### src/rtl/rom_port_arbiter_if.sv
// rom_port_arbiter_if: requester ports and ROM port shared by the arbiter and its environment.
interface rom_port_arbiter_if #(
  parameter int ADDR_WIDTH = 8,
  parameter int DATA_WIDTH = 8
);
  logic                  cpu_req;
  logic [15:0]           cpu_addr;
  logic                  cpu_ack;
  logic [DATA_WIDTH-1:0] cpu_data;
  logic                  pnl_req;
  logic [15:0]           pnl_addr;
  logic                  pnl_ack;
  logic [DATA_WIDTH-1:0] pnl_data;
  logic [ADDR_WIDTH-1:0] rom_addr;
  logic                  rom_rd;
  logic [DATA_WIDTH-1:0] rom_data;
  logic                  busy;
  modport slave (
    input  cpu_req, cpu_addr, pnl_req, pnl_addr, rom_data,
    output cpu_ack, cpu_data, pnl_ack, pnl_data, rom_addr, rom_rd, busy
  );
  modport master (
    output cpu_req, cpu_addr, pnl_req, pnl_addr, rom_data,
    input  cpu_ack, cpu_data, pnl_ack, pnl_data, rom_addr, rom_rd, busy
  );
endinterface

### src/rtl/rom_port_arbiter.sv
// rom_port_arbiter: shares a synchronous-read ROM between the CPU and front panel,
// CPU priority with a bounded number of CPU grants while the panel waits.
module rom_port_arbiter #(
  parameter int          ADDR_WIDTH   = 8,
  parameter int          DATA_WIDTH   = 8,
  parameter logic [15:0] BASE_ADDR    = 16'hFD00,
  parameter int          STARVE_LIMIT = 4
) (
  input logic              clk,
  input logic              reset_n,
  rom_port_arbiter_if.slave bus
);
  localparam int SW = $clog2(STARVE_LIMIT + 1);
  localparam logic [SW-1:0] LIM = SW'(STARVE_LIMIT);
  typedef enum logic [1:0] {IDLE, READ, CAPT, ACK} state_t;
  state_t                r_state, w_next;
  logic [SW-1:0]         r_starve;
  logic                  r_owner;
  logic [ADDR_WIDTH-1:0] r_rom_addr;
  logic                  r_rom_rd;
  logic                  r_cpu_ack, r_pnl_ack;
  logic [DATA_WIDTH-1:0] r_cpu_data, r_pnl_data;
  logic                  w_grant, w_pnl_win, w_hit;
  logic [15:0]           w_addr;
  always_comb begin
    w_grant   = r_state == IDLE && (bus.cpu_req || bus.pnl_req);
    w_pnl_win = !bus.cpu_req || (r_starve == LIM && bus.pnl_req);
    w_addr    = w_pnl_win ? bus.pnl_addr : bus.cpu_addr;
    w_hit     = w_addr[15:ADDR_WIDTH] == BASE_ADDR[15:ADDR_WIDTH];
    w_next    = r_state == IDLE ? (w_grant ? (w_hit ? READ : ACK) : IDLE) :
                r_state == READ ? CAPT :
                r_state == CAPT ? ACK : IDLE;
  end
  always_ff @(posedge clk or negedge reset_n)
    if (!reset_n) r_state <= IDLE;
    else          r_state <= w_next;
  always_ff @(posedge clk or negedge reset_n) begin
    if (!reset_n) begin
      r_starve   <= '0;
      r_owner    <= 1'b0;
      r_rom_addr <= '0;
      r_rom_rd   <= 1'b0;
      r_cpu_ack  <= 1'b0;
      r_pnl_ack  <= 1'b0;
      r_cpu_data <= '0;
      r_pnl_data <= '0;
    end else begin
      if (w_grant && w_hit) begin
        r_rom_addr <= w_addr[ADDR_WIDTH-1:0];
        r_rom_rd   <= 1'b1;
        r_owner    <= w_pnl_win;
      end
      // Misses complete immediately with all-ones and never touch the ROM
      if (w_grant && !w_hit && w_pnl_win) begin
        r_pnl_data <= '1;
        r_pnl_ack  <= 1'b1;
      end
      if (w_grant && !w_hit && !w_pnl_win) begin
        r_cpu_data <= '1;
        r_cpu_ack  <= 1'b1;
      end
      if (r_state == READ) r_rom_rd <= 1'b0;
      if (r_state == CAPT && r_owner) begin
        r_pnl_data <= bus.rom_data;
        r_pnl_ack  <= 1'b1;
      end
      if (r_state == CAPT && !r_owner) begin
        r_cpu_data <= bus.rom_data;
        r_cpu_ack  <= 1'b1;
      end
      if (r_state == ACK) begin
        r_cpu_ack <= 1'b0;
        r_pnl_ack <= 1'b0;
      end
      if (r_state == IDLE && (!bus.pnl_req || (w_grant && w_pnl_win))) r_starve <= '0;
      else if (w_grant && r_starve != LIM) r_starve <= r_starve + SW'(1);
    end
  end
  assign bus.rom_addr = r_rom_addr;
  assign bus.rom_rd   = r_rom_rd;
  assign bus.cpu_ack  = r_cpu_ack;
  assign bus.cpu_data = r_cpu_data;
  assign bus.pnl_ack  = r_pnl_ack;
  assign bus.pnl_data = r_pnl_data;
  assign bus.busy     = r_state != IDLE;
endmodule

### src/flat_wrapper.sv
// flat-port wrapper written by rule: the top's interface ports become plain ports
module rom_port_arbiter_flat 
#(
  parameter int          ADDR_WIDTH   = 8,
  parameter int          DATA_WIDTH   = 8,
  parameter logic [15:0] BASE_ADDR    = 16'hFD00,
  parameter int          STARVE_LIMIT = 4
)
  (clk, reset_n, bus_cpu_req, bus_cpu_addr, bus_pnl_req, bus_pnl_addr, bus_rom_data, bus_cpu_ack, bus_cpu_data, bus_pnl_ack, bus_pnl_data, bus_rom_addr, bus_rom_rd, bus_busy);
  rom_port_arbiter_if #(.ADDR_WIDTH(ADDR_WIDTH), .DATA_WIDTH(DATA_WIDTH)) bus_i ();
  input logic clk;
  input logic reset_n;
  input wire logic [$bits(bus_i.cpu_req)-1:0] bus_cpu_req;
  input wire logic [$bits(bus_i.cpu_addr)-1:0] bus_cpu_addr;
  input wire logic [$bits(bus_i.pnl_req)-1:0] bus_pnl_req;
  input wire logic [$bits(bus_i.pnl_addr)-1:0] bus_pnl_addr;
  input wire logic [$bits(bus_i.rom_data)-1:0] bus_rom_data;
  output wire logic [$bits(bus_i.cpu_ack)-1:0] bus_cpu_ack;
  output wire logic [$bits(bus_i.cpu_data)-1:0] bus_cpu_data;
  output wire logic [$bits(bus_i.pnl_ack)-1:0] bus_pnl_ack;
  output wire logic [$bits(bus_i.pnl_data)-1:0] bus_pnl_data;
  output wire logic [$bits(bus_i.rom_addr)-1:0] bus_rom_addr;
  output wire logic [$bits(bus_i.rom_rd)-1:0] bus_rom_rd;
  output wire logic [$bits(bus_i.busy)-1:0] bus_busy;
  assign bus_i.cpu_req = bus_cpu_req;
  assign bus_i.cpu_addr = bus_cpu_addr;
  assign bus_i.pnl_req = bus_pnl_req;
  assign bus_i.pnl_addr = bus_pnl_addr;
  assign bus_i.rom_data = bus_rom_data;
  assign bus_cpu_ack = bus_i.cpu_ack;
  assign bus_cpu_data = bus_i.cpu_data;
  assign bus_pnl_ack = bus_i.pnl_ack;
  assign bus_pnl_data = bus_i.pnl_data;
  assign bus_rom_addr = bus_i.rom_addr;
  assign bus_rom_rd = bus_i.rom_rd;
  assign bus_busy = bus_i.busy;
  rom_port_arbiter #(.ADDR_WIDTH(ADDR_WIDTH), .DATA_WIDTH(DATA_WIDTH), .BASE_ADDR(BASE_ADDR), .STARVE_LIMIT(STARVE_LIMIT)) u_core (.clk(clk), .reset_n(reset_n), .bus(bus_i));
endmodule
### config.mk
export PLATFORM = sky130hd
export DESIGN_NAME = rom_port_arbiter_flat
export DESIGN_NICKNAME = d
export VERILOG_FILES = /design/src/rtl/rom_port_arbiter_if.sv /design/src/rtl/rom_port_arbiter.sv /design/src/flat_wrapper.sv
export SDC_FILE = /design/constraint.sdc
export NUM_CORES = 1
export LEC_CHECK = 0
export CORE_ASPECT_RATIO = 1.4
export CORE_UTILIZATION = 40
export CTS_CLUSTER_DIAMETER = 100
export DETAILED_ROUTE_END_ITERATION = 6
export GPL_TIMING_DRIVEN = 0
export PLACE_DENSITY_LB_ADDON = 0.2
export SYNTH_ARGS = -nofsm -noshare
export SYNTH_HDL_FRONTEND = slang
export SYNTH_SLANG_ARGS = --single-unit
### constraint.sdc
create_clock -name clk -period 2.1 [get_ports clk]
set_input_delay 0.42 -clock clk [delete_from_list [all_inputs] [get_ports clk]]
set_output_delay 0.42 -clock clk [all_outputs]
set_load 0.05 [all_outputs]
* After elaboration in Yosys (flattened, before gate mapping)
Index checks and enable logic that the tools add are counted.
** Storage, ports and cells
- Input bits :: 44
- Register bits :: 33
- Logic and storage cells :: 63
- Output and inout bits :: 28
** Cells by class
- Muxes and demuxes :: 20
- Equal/unequal tests :: 6
- Reduce and logical (&&, ||, !) cells :: 27
- $add $sub $neg :: 1
** Operator list (number)
- two-way mux 8 bit :: 4
- two-way mux 16 bit :: 1
- logical AND 1 bit :: 11
- two-way mux 2 bit :: 5
- nonzero test 2 bit :: 5
- == test 8 bit, second input constant :: 1
- two-way mux 1 bit :: 8
- two-way mux 3 bit :: 2
- nonzero test 3 bit :: 2
- zero test 1 bit :: 5
- == test 2 bit, second input constant :: 2
- adder 3 x 1 -> 3 bit, second input constant :: 1
- == test 3 bit, second input constant :: 1
- logical OR 1 bit :: 3
- != test 3 bit, second input constant :: 1
- == test 2 x 1 -> 1 bit, second input constant :: 1
- zero test 2 bit :: 1

* Longest topological paths before layout
- Depth in word-level cells :: 11
- Depth in mapped cells :: 7
- Depth with buffers taken out :: 6

* Worst setup path after synthesis
OpenSTA, ideal clock, no wires.
- Kind :: reg2reg
- From :: reg u_core.r_state[0]
- To :: reg u_core.r_rom_addr[0], in the netlist u_core.bus.rom_addr[0]
- Cell stages (with the launch flop) :: 7
- Required time :: 1.975 ns
- Period minus slack after synthesis :: 1.899 ns
- Buffers on the path :: 0
- Arrival :: 1.774 ns
- Setup slack :: 0.201 ns
- Library setup time :: 0.125 ns
- Cell sequence :: dfrtp_1 -> inv_1 -> ha_1 -> inv_1 -> nor2_1 -> o21ai_2 -> mux2_2
** On the way
- Cells in the longest elaborated chain, start to end :: 3
** Ends and longest elaborated chain
- from (decl) :: RTL line rom_port_arbiter.sv:16 : state_t r_state, w_next;
- from (signal assigned) :: RTL line rom_port_arbiter.sv:36 : else r_state <= w_next;
- zero test 2 bit :: RTL line rom_port_arbiter.sv:26 : w_grant = r_state == IDLE && (bus.cpu_req || bus.pnl_req);
- logical AND 1 bit :: RTL line rom_port_arbiter.sv:26
- logical AND 1 bit :: RTL line rom_port_arbiter.sv:48 : if (w_grant && w_hit) begin
- to (signal assigned) :: RTL line rom_port_arbiter.sv:49 : r_rom_addr <= w_addr[ADDR_WIDTH-1:0];
- to (decl) :: RTL line rom_port_arbiter.sv:19 : logic [ADDR_WIDTH-1:0] r_rom_addr;
No other way between the ends.
A chain may end at the register's enable or synchronous reset.

* Worst setup path in the final report
- From :: reg u_core.r_state[0]
- To :: out bus_busy
** On the way
- Cells in the longest elaborated chain, start to end :: 1
** Ends and longest elaborated chain
- nonzero test 2 bit :: RTL line rom_port_arbiter.sv:85 : assign bus.busy = r_state != IDLE;
- to (decl) :: RTL line flat_wrapper.sv:24 : output wire logic [$bits(bus_i.busy)-1:0] bus_busy;
No other way between the ends.

==> reports/results.txt <==
Net Count, Synth: 166
Total of max-cap violations: 0
Vias: 1264
Status: finished, final reports clean
DRT iter0 DRCs: 24
CP top delay family: buffers and inverters
Crit-path max cell delay: 0.41 ns
Clock sink count: 33
Initial antenna violation count: 0
Worst Setup End Kind: output pin
Worst-margin pin slew: 0.7308 ns
Layout Cells excl Fill: 236
I/O Pins: 72
Largest net degree at the start of global routing: 34
Final worst slack: 0.1298 ns
DRT Pass-1 Iters: 4
Vias in the first global route: 1283
Worst Hold Class: input pin to asynchronous set/reset pin
Final min period: 1.970 ns
Port Buf Inserts: 71
Crit-path slowest cell: dfrtp_1
Dpl ws: -0.2760 ns
DIE HEIGHT: 75.07 µm
Initial Util: 41.86%
Post-synth top area cell: dfrtp_1
Power consumption: 2.767 mW
Post-synth top area share: 54.14%
Placed insts: 228
Worst EP required: 1.68 ns
Synth Cell Area: 0.001525 mm²
Cts bufs inserted: 5
GR Util All Layers: 19.25%
Global-route wire length before repair: 5.478 mm
H-tree levels: 2
Syn-to-layout area delta: 56.36%
Vias/cell: 5.356
Worst Setup Start Kind: register
WL per Instance: 14.74 µm
Layout Skew: 0.01242 ns
Overall routed net length: 3.479 mm
Synth area leaders: dfrtp_1, mux2_2, o22a_1
Number of synthesized register bits: 33
Core area: 0.003643 mm²
Relative slew slack: 51.28%
Highest clock rate: 507.6 MHz
Ys Warns: 0
RSZ-0062 raised after global routing: no
GR Overflow Total: 0
Setup CP Type: register to output pin
Power density over the cells: 1160 mW/mm²
Final hold vios: 0
Die area: 0.004068 mm²
Num rows: 26
Crit-path max FO: 7
Clk root buf: clkbuf_8
Max Buffers Root-to-Sink: 2
RD Place Congestion: 0.7916
Seq/Total Area, Yosys: 54.14%
ANT nets after route: 0
Cell Chain, Critical Path: inv_1, ha_2, inv_1, clkdlybuf4s18_2
Clk Latency, worst-skew pair: 0.28 ns
CTS tree: done
Crit-path most repeated cell: inv_1
Avg Cell Area, Syn: 13.26 µm²
Worst vdd ir: 0.7890 mV
Worst EP arrival: 1.55 ns
Post-synthesis instance total: 115
Endpoints failing setup: 0
Synth Flop Type: dfrtp_1
Final Max Tran Viols: 0
Leak: 0.9694 nW
Share of cells above drive strength 1: 18.04%
Yosys cell types: 29
DIE WIDTH: 54.19 µm
Fin Hold WS: 0.1895 ns
Clock transition at path regs: 0.07 ns
Fin crit share: 93.82%
Final net count: 244
FFs w/ async S/R, synth: 100.0%
Buffers & Inverters on Critical Path: 3
Post-DP HPWL: 2.728 mm
Final Core Density: 65.45%
N_diodes: 0
Number of flops mapped to enable cells by yosys: 0
DRC: 0
==> final cells by class <==
class | count | area, µm²
multi-input cells | 72 | 673.1
fillers | 290 | 1259
plain buffers | 2 | 15.01
clock buffers | 6 | 72.57
well taps | 42 | 52.55
inverters | 8 | 30.03
clock inverters | 2 | 10.01
repair buffers | 71 | 705.7
flip-flops and latches | 33 | 825.8
==> worst reg2reg max path: stages, from the launching register on <==
cell      delay, ns
dfrtp_1        0.39
inv_1          0.10
ha_1           0.18
nand3_2        0.11
a211oi_1       0.47
o21ai_4        0.19
mux2_2         0.32
==> path summary, 6_finish.rpt <==
| kind | slack, ns | cells past startpoint | end | start |
|---|---|---|---|---|
| worst max-delay path | 0.13 | 4 | bus_busy | u_core.r_state[0] |
| worst min-delay path | 0.19 | 1 | u_core.bus.cpu_ack | reset_n |
| worst max register to register | 0.23 | 6 | u_core.bus.rom_addr[6] | u_core.r_starve[0] |
| worst min register to register | 0.49 | 1 | u_core.bus.pnl_data[5] | u_core.bus.pnl_data[5] |
| max in group asynchronous | 1.43 | 1 | u_core.bus.cpu_data[5] | reset_n |
| min in group clk | 0.49 | 1 | u_core.bus.pnl_data[5] | u_core.bus.pnl_data[5] |
==> cell families (layout without fill, tap and decap cells) <==
group,after synthesis,after routing,synth area share [%]
AOI/OAI and AO/OA,30,30,17.47
adders and majority gates,7,7,5.742
buffers and inverters,10,89,2.953
DFF,33,33,54.14
muxes,17,17,12.47
and+or+nand+nor,18,18,7.219
==> repair_timing <==
action                     CTS  global route
resized for setup            3             4
cloned                       0             0
hold buffers                 0             0
setup endpoints to repair    1            18
setup buffers                0             0
==> through the flow <==
step | area, µm² | setup TNS (ns)
after detailed placement | 2283 | -4.673
after global placement | 2288 | -3.204
final | 2385 | 0
after floorplan | 1525 | 0
after global routing | 2385 | 0
after CTS | 2367 | 0
==> metal layers <==
layer	share of wire (%)	GRT usage, %	vias up
li1	-	-	583
met1	37	20.00	608
met2	54	35.09	66
met3	8.0	6.061	7
met4	1.6	6.838	0
met5	0	0	-
==> cells in the mapped netlist, types with 2 or more instances <==
library cell   n
dfrtp_1       33
ha_1           7
inv_1          8
mux2_2        16
nand2_1        4
nand4_1        3
nand4b_1       2
nor2_1         5
o21ba_2        2
o22a_1        16
==> state kept, by name, indices dropped and copies added (netlist names) <==
name and cells:
u_core.bus.rom_addr 8, u_core.bus.pnl_ack 1, u_core.bus.cpu_data 8, u_core.bus.pnl_data 8, u_core.r_owner 1, u_core.r_state 2
u_core.bus.rom_rd 1, u_core.r_starve 3, u_core.bus.cpu_ack 1
==> placed cells by master, fill, tap and decap left out, drive strengths merged, types with 2 or more instances in the layout <==
cell type / count
buf: 2
ha: 7
mux2: 16
nand4b: 2
o21ai: 3
clkinv: 2
o22a: 16
o31ai: 2
nand2: 4
nand4: 3
clkdlybuf4s50: 69
clkbuf: 7
dfrtp: 33
nor2: 5
inv: 8
o21ba: 2
==> report_power, final <==
part           internal [mW]  switching, mW  total [mW]  leakage, nW
logic                  0.564          0.853        1.42        0.541
registers              0.804         0.0997       0.904        0.384
clock network          0.229          0.218       0.447       0.0450
(Power assumes the default switching activity.)
